## src/rtl/maxnet_driver.sv

```systemverilog
// Upstream driver for one Maxnet core: gathers four operands, pulses start,
// waits a fixed latency, then returns the result and the index of the matching operand.
module maxnet_driver #(
    parameter int DW        = 32,
    parameter int START_LEN = 2,
    parameter int LAT       = 24
) (
    input  logic          clk,
    input  logic          rst_n,
    input  logic          flush,
    input  logic          in_valid,
    output logic          in_ready,
    input  logic [DW-1:0] in_data,
    output logic [DW-1:0] mx_a0,
    output logic [DW-1:0] mx_a1,
    output logic [DW-1:0] mx_a2,
    output logic [DW-1:0] mx_a3,
    output logic          mx_start,
    input  logic [DW-1:0] mx_result,
    output logic          out_valid,
    input  logic          out_ready,
    output logic [DW-1:0] out_data,
    output logic [1:0]    out_idx,
    output logic          out_match,
    output logic          busy
);

    localparam int CMAX = (START_LEN > LAT) ? START_LEN : LAT;
    localparam int CW   = $clog2(CMAX + 1);

    typedef enum logic [1:0] {S_FILL, S_FIRE, S_WAIT, S_HOLD} state_t;

    state_t          state_q, state_d;
    logic [1:0]      idx_q, idx_d;
    logic [CW-1:0]   cnt_q, cnt_d;
    logic            start_q, start_d;
    logic [DW-1:0]   data_q, data_d;
    logic [1:0]      oidx_q, oidx_d;
    logic            omatch_q, omatch_d;
    logic [DW-1:0]   slot_q [4];
    logic            wr_en;
    logic [1:0]      hit_idx;
    logic            hit;

    assign wr_en = (state_q == S_FILL) && in_valid && !flush;

    // Scan from the top so the lowest matching slot is the one left standing.
    always_comb begin
        hit     = 1'b0;
        hit_idx = 2'd0;
        for (int i = 3; i >= 0; i--) begin
            if (slot_q[i] == mx_result) begin
                hit     = 1'b1;
                hit_idx = 2'(i);
            end
        end
    end

    always_comb begin
        state_d  = state_q;
        idx_d    = idx_q;
        cnt_d    = cnt_q;
        start_d  = start_q;
        data_d   = data_q;
        oidx_d   = oidx_q;
        omatch_d = omatch_q;
        if (flush) begin
            state_d = S_FILL;
            idx_d   = 2'd0;
            cnt_d   = '0;
            start_d = 1'b0;
        end else begin
            case (state_q)
                S_FILL: begin
                    if (in_valid) begin
                        idx_d = idx_q + 2'd1;
                        if (idx_q == 2'd3) begin
                            state_d = S_FIRE;
                            start_d = 1'b1;
                            cnt_d   = '0;
                        end
                    end
                end
                S_FIRE: begin
                    if (cnt_q == CW'(START_LEN - 1)) begin
                        state_d = S_WAIT;
                        start_d = 1'b0;
                        cnt_d   = '0;
                    end else begin
                        cnt_d = cnt_q + 1'b1;
                    end
                end
                S_WAIT: begin
                    if (cnt_q == CW'(LAT - 1)) begin
                        state_d  = S_HOLD;
                        cnt_d    = '0;
                        data_d   = mx_result;
                        oidx_d   = hit_idx;
                        omatch_d = hit;
                    end else begin
                        cnt_d = cnt_q + 1'b1;
                    end
                end
                S_HOLD: begin
                    if (out_ready) state_d = S_FILL;
                end
                default: state_d = S_FILL;
            endcase
        end
    end

    always_ff @(posedge clk or negedge rst_n) begin
        if (!rst_n) begin
            state_q  <= S_FILL;
            idx_q    <= 2'd0;
            cnt_q    <= '0;
            start_q  <= 1'b0;
            data_q   <= '0;
            oidx_q   <= 2'd0;
            omatch_q <= 1'b0;
        end else begin
            state_q  <= state_d;
            idx_q    <= idx_d;
            cnt_q    <= cnt_d;
            start_q  <= start_d;
            data_q   <= data_d;
            oidx_q   <= oidx_d;
            omatch_q <= omatch_d;
        end
    end

    always_ff @(posedge clk or negedge rst_n) begin
        if (!rst_n) begin
            for (int i = 0; i < 4; i++) slot_q[i] <= '0;
        end else if (wr_en) begin
            slot_q[idx_q] <= in_data;
        end
    end

    assign in_ready  = (state_q == S_FILL);
    assign busy      = (state_q != S_FILL);
    assign out_valid = (state_q == S_HOLD);
    assign out_data  = data_q;
    assign out_idx   = oidx_q;
    assign out_match = omatch_q;
    assign mx_start  = start_q;
    assign mx_a0     = slot_q[0];
    assign mx_a1     = slot_q[1];
    assign mx_a2     = slot_q[2];
    assign mx_a3     = slot_q[3];

endmodule

```

## config.mk

```make
export PLATFORM = sky130hd
export DESIGN_NAME = maxnet_driver
export DESIGN_NICKNAME = d
export VERILOG_FILES = /design/src/rtl/maxnet_driver.sv
export SDC_FILE = /design/constraint.sdc
export NUM_CORES = 1
export LEC_CHECK = 0
export CAP_MARGIN = 20
export CORE_MARGIN = 1.5
export CORE_UTILIZATION = 50
export CTS_BUF_LIST = sky130_fd_sc_hd__clkbuf_4 sky130_fd_sc_hd__clkbuf_8
export DETAILED_ROUTE_END_ITERATION = 10
export PLACE_DENSITY = 0.83
export SYNTH_ARGS = -nofsm -noshare
export SYNTH_HDL_FRONTEND = slang
export SYNTH_SLANG_ARGS = --single-unit
```

## constraint.sdc

```tcl
create_clock -name clk -period 2.35 [get_ports clk]
set_input_delay 0.235 -clock clk [delete_from_list [all_inputs] [get_ports clk]]
set_output_delay 0.235 -clock clk [all_outputs]
set_load 0.02 [all_outputs]
```

==> key figures, run 1 <==
Final layout
  – # nets final: 944
  – Final instance area: 0.0113 mm2
  – Antenna diode count: 0
  – Commonest non-fill, non-tap cell in the layout: clkdlybuf4s50_1
  – Most frequent cells in the layout: 233 x clkdlybuf4s50_1, 173 x dfrtp_1, 160 x mux2_2
  – Layout cells sized above 1: 26.3%
  – Area growth syn-to-layout: 36.8%

Floorplanning
  – Die X: 132 um
  – Ports: 236
  – Core Area: 0.0160 mm2
  – Initial Utilization: 51.7%
  – # rows: 46
  – Die Ht: 132 um
  – DIE AREA: 0.0173 mm2

Status
  – Run status: finished, final reports clean

Critical path
  – R2R Path Start: mx_a0[13]
  – Highest net fanout along the worst path: 6
  – R2R Setup Slk: 0.25 ns
  – Crit path from: state_q[0]
  – Crit path kind: reg -> out
  – Startpoint Class: flip-flop
  – Worst setup EP type: primary output
  – Worst Path Arrival: 1.95 ns
  – CP required: 2.12 ns

Power
  – Pleak: 5.07 nW
  – Pwr Total: 13.7 mW
  – Peak supply drop: 0.614 mV
  – Pwr dens: 1210 mW/mm2

Logic synthesis
  – Syn_nets: 708
  – Mean cell area of the mapped netlist: 13.2 um2
  – Synth area leader: dfrtp_1
  – EDFF count, synth: 0
  – Count of different cell masters after synthesis: 31
  – FFs w/ async S/R, synth: 100%
  – Top_reg_cell synth: dfrtp_1
  – Post-Syn Area: 0.00828 mm2
  – Synth top area cells: dfrtp_1 52%, mux2_2 22%, xor2_1 10%
  – Yosys warning count: 0
  – Yosys reg bits: 173
  – Cells after Synth: 629
  – Synth top area share: 52.3%
  – Seq/Total Area, Yosys: 52.3%

Drt
  – Number of remaining DRC errors: 0
  – Vias/cell: 5.34
  – Post-route ant nets: 0
  – Pre-Repair DR Iteration Count: 4
  – DRT Wirelength: 23,300 um
  – DR WL/cell: 21.3 um
  – Via count: 5,847
  – Drt initial violations: 219

Timing
  – Slew headroom: 48.9%
  – Pins over their slew limit: 0
  – Worst-Margin Slew: 0.760 ns
  – Fmax: 457 MHz
  – Min cycle time layout: 2.19 ns
  – Clk_skew: 0.0117 ns
  – Setup violators final: 0
  – Final Cycle Share: 93.2%
  – RSZ-0062 raised after global routing: false
  – Fin. Hold Viols: 0

Global routing
  – Vias in the first global route: 6,312
  – First-pass GRT wire length: 36,500 um
  – Initial antenna violation count: 0
  – Largest net degree at the start of global routing: 66
  – GRT Resource Usage Total: 27.5%
  – GR Overflow Total: 0

Hold path
  – Hold WC Path Type: in -> async

Clocking
  – Root Buffer: clkbuf_8
  – Cts bufs inserted: 17
  – Clk buf depth: 2
  – Worst-path clk slew: 0.09 ns
  – CTS tree: built
  – Num Clock Sinks: 173
  – Max H-tree Level: 4
  – Skew-Pair Late Insertion Delay: 0.47 ns
  – Post-CTS setup buffers: 0

Place
  – RePlAce Congestion: 0.897
  – I/O Buffers: 235
  – DP HPWL: 17,400 um
  – DP Area: 0.0109 mm2

Run
  – Number of max-cap violations: 0
==> repair_timing <==
action / in CTS / in global routing
hold buffers: 1 / 0
resized for setup: 0 / 1
endpoints found under the setup margin: 0 / 1
endpoints found under the hold margin: 63 / 0
==> worst paths after layout <==
check	endpoint	cells after the start
worst max-delay path	in_ready	4
worst min-delay path	out_data[11]	2
worst max register to register	out_idx[1]	7
worst min register to register	out_data[9]	1
max in group asynchronous	mx_a3[15]	3
min in group clk	idx_q[1]	3
==> worst max-delay path: stages, from the launching register on <==
cell,delay [ns]
dfrtp_1,0.41
inv_1,0.12
ha_1,0.20
buf_4,0.15
clkdlybuf4s50_1,0.60
==> per-stage QoR <==
step | setup TNS, ns | hold WS [ns] | setup slack [ns] | utilization [%] | instances
CTS | 0 | 0.332 | 0.0694 | 70.8 | 1094
finish | 0 | 0.329 | 0.161 | 70.8 | 1094
detailed placement | -0.282 | 0.273 | -0.133 | 68.3 | 1061
floorplan | 0 | -0.0606 | 0.438 | - | 629
global route | 0 | 0.373 | 0.0524 | 70.8 | 1094
global placement | -0.330 | 0.260 | -0.136 | 68.3 | 1061
==> flip-flops by register name, summed over array words and instances, names as in the netlist, 5 cells and up <==
register / count
mx_a1: 32
out_data: 32
mx_a3: 32
mx_a2: 32
mx_a0: 32
cnt_q: 5
==> cell usage after synthesis (2+ instances only) <==
| cell type | count |
|---|---|
| inv_1 | 6 |
| xor2_1 | 97 |
| nand2_1 | 14 |
| nor4_1 | 26 |
| o21ai_0 | 4 |
| nand2b_1 | 2 |
| nand3_1 | 4 |
| clkbuf_2 | 4 |
| nor2_1 | 15 |
| mux2_2 | 160 |
| buf_2 | 41 |
| a21oi_1 | 6 |
| buf_6 | 3 |
| mux2i_1 | 2 |
| xnor2_1 | 34 |
| a22o_1 | 2 |
| ha_1 | 10 |
| dfrtp_1 | 173 |
| nand4_1 | 14 |
==> power breakdown <==
part | internal, mW | switching (mW)
Combinational | 3.36 | 3.09
Sequential | 4.05 | 1.14
Clock | 0.971 | 1.09
==> cell families after synthesis <==
| family | Yosys count | share of synthesized area (%) |
|---|---|---|
| adder cells (fa/ha/maj) | 10 | 1.51 |
| AND/OR/NAND/NOR | 81 | 5.53 |
| XOR/XNOR | 131 | 13.9 |
| multiplexers | 162 | 22.0 |
| buffers and inverters | 55 | 3.45 |
| AO/OA/AOI/OAI | 17 | 1.35 |
| flip-flops | 173 | 52.3 |
==> final cells by class <==
type	instances	area (um2)
Tap cell	216	270
Timing Repair Buffer	265	2630
Multi-Input combinational cell	401	3670
Clock buffer	23	304
Inverter	7	26.3
Fill cell	1152	4680
Sequential cell	173	4330
Clock inverter	9	86.3
==> routing by layer <==
layer / GRT usage [%] / vias up / part of all wire (%) / routed length [um]
li1: - / 2646 / - / -
met1: 32.9 / 2952 / 40 / 9420
met2: 47.6 / 208 / 51 / 11800
met3: 7.21 / 41 / 6.4 / 1490
met4: 10.1 / 0 / 2.6 / 609
met5: 0 / - / 0 / 0
Note: power is estimated with default switching activity, not from simulation.
==> run 2, diff against run 1 <==
--- a/config.mk
+++ b/config.mk
@@ -11,6 +11,7 @@
 export CTS_BUF_LIST = sky130_fd_sc_hd__clkbuf_4 sky130_fd_sc_hd__clkbuf_8
 export DETAILED_ROUTE_END_ITERATION = 10
 export PLACE_DENSITY = 0.83
+export SETUP_SLACK_MARGIN = 0.1
 export SYNTH_ARGS = -nofsm -noshare
 export SYNTH_HDL_FRONTEND = slang
 export SYNTH_SLANG_ARGS = --single-unit
==> key figures, run 2 (synthesis gave the netlist of run 1 again) <==
Critical path
  – Startpoint Class: flip-flop
  – Slowest CP cell: nor4_1
  – Worst setup EP type: flip-flop
  – Highest net fanout along the worst path: 3
  – Crit path largest cell delay: 0.60 ns
  – R2R Setup Slk: 0.25 ns
  – CP required: 2.70 ns
  – Crit path kind: reg -> reg
  – CP delay by family, top: simple AND/OR/NAND/NOR gates
  – Cell breakdown of the critical path: xor2_1, nor4_1, buf_4, nand4_1, o21ai_2, nor2_1, a22o_1
  – Worst Path Arrival: 2.45 ns
  – Bufs and invs on worst path: 1

Timing
  – Setup tns final: 0 ns
  – Clk_skew: 0.0117 ns
  – Setup violators final: 0
  – Worst-Margin Slew: 0.760 ns
  – Pins over their slew limit: 0
  – Fmax: 476 MHz
  – RSZ-0062 raised after global routing: false
  – Final Cycle Share: 89.3%
  – Min cycle time layout: 2.10 ns
  – Fin. Hold Viols: 0
  – Slew headroom: 48.9%

Power
  – Sequential share of power: 37.9%
  – Net Sw Frac: 38.8%
  – Peak supply drop: 0.614 mV
  – Pwr dens: 1210 mW/mm2
  – Pwr Total: 13.7 mW
  – Pleak: 5.06 nW
  – Clock power share: 15.0%
  – Comb pwr share: 47.1%
  – Pint: 8.38 mW
  – NetSw: 5.31 mW

Final layout
  – Antenna diode count: 0
  – Layout cells sized above 1: 26.3%
  – Area growth syn-to-layout: 36.8%
  – # nets final: 944
  – Filler cell count in the final layout: 1,152
  – Fin util: 70.8%
  – Commonest non-fill, non-tap cell in the layout: clkdlybuf4s50_1
  – Most frequent cells in the layout: 232 x clkdlybuf4s50_1, 173 x dfrtp_1, 160 x mux2_2

Floorplanning
  – Die Ht: 132 um
  – Initial Utilization: 51.7%
  – Core Area: 0.0160 mm2
  – # rows: 46
  – DIE AREA: 0.0173 mm2
  – Ports: 236
  – Die X: 132 um

Status
  – Run status: finished, final reports clean

Clocking
  – Num Clock Sinks: 173
  – Cts bufs inserted: 17
  – Worst-path clk slew: 0.09 ns
  – Post-CTS setup buffers: 0
  – Root Buffer: clkbuf_8
  – Max H-tree Level: 4
  – Clk buf depth: 2
  – Skew-Pair Late Insertion Delay: 0.47 ns
  – CTS tree: built

Drt
  – Via count: 5,847
  – Pre-Repair DR Iteration Count: 4
  – Number of remaining DRC errors: 0
  – DRT Wirelength: 23,300 um
  – Drt initial violations: 219
  – DR WL/cell: 21.3 um
  – Post-route ant nets: 0
  – Vias/cell: 5.34

Place
  – RePlAce Congestion: 0.897
  – I/O Buffers: 235
  – DP HPWL: 17,400 um

Global routing
  – Initial antenna violation count: 0
  – Vias in the first global route: 6,312
  – GR Overflow Total: 0
  – GRT Resource Usage Total: 27.5%
  – First-pass GRT wire length: 36,500 um
  – Largest net degree at the start of global routing: 66

Hold path
  – Hold WC Path Type: in -> async

Run
  – Number of max-cap violations: 0
-- run 2: stage by stage --
step / hold slack, ns / std cells / worst slack (ns) / area (um2)
4_1_cts: 0.332 / 1094 / 0.143 / 11300
5_1_grt: 0.373 / 1094 / 0.135 / 11300
3_3_place_gp: 0.260 / 1061 / -0.136 / 10900
6_report: 0.329 / 1094 / 0.251 / 11300
2_1_floorplan: -0.0606 / 629 / 0.438 / 8280
3_5_place_dp: 0.273 / 1061 / -0.133 / 10900
-- run 2: area by class of cell --
class                           count  area, um2  share of cell area [%]
Sequential cell                   173       4330                    38.2
Timing Repair Buffer              265       2630                    23.3
Multi-Input combinational cell    401       3670                    32.4
Clock inverter                      9       86.3                   0.763
Clock buffer                       23        304                    2.69
Tap cell                          216        270                    2.39
Inverter                            7       26.3                   0.232
-- run 2: path summary, 6_finish.rpt --
kind,start,to,cells past startpoint
setup / recovery,mx_a0[13],out_idx[1],7
hold / removal,rst_n,out_data[11],2
setup reg to reg,mx_a0[13],out_idx[1],7
hold reg to reg,out_data[9],out_data[9],1
max in group asynchronous,rst_n,mx_a3[15],3
min in group clk,in_valid,idx_q[1],3
-- run 2: routing by layer --
metal	share of wire, %	GRT usage (%)
met2	51	47.6
met4	2.6	10.1
met3	6.4	7.21
met1	40	32.9
met5	0	0
-- run 2: repair_timing --
action,in CTS,in global routing
hold buffers,1,0
endpoints found under the hold margin,63,0
pin swaps,0,0
resized for setup,1,1
setup endpoints to repair,1,1
-- run 2: power groups by stage --
stage | Combinational (mW) | Clock, mW | Sequential (mW)
6_report | 6.45 | 2.06 | 5.18
5_1_grt | 6.77 | 2.20 | 5.32
4_1_cts | 6.51 | 2.09 | 5.17
3_5_place_dp | 6.47 | 0 | 5.22
3_3_place_gp | 6.36 | 0 | 5.16
2_1_floorplan | 2.04 | 0 | 6.29
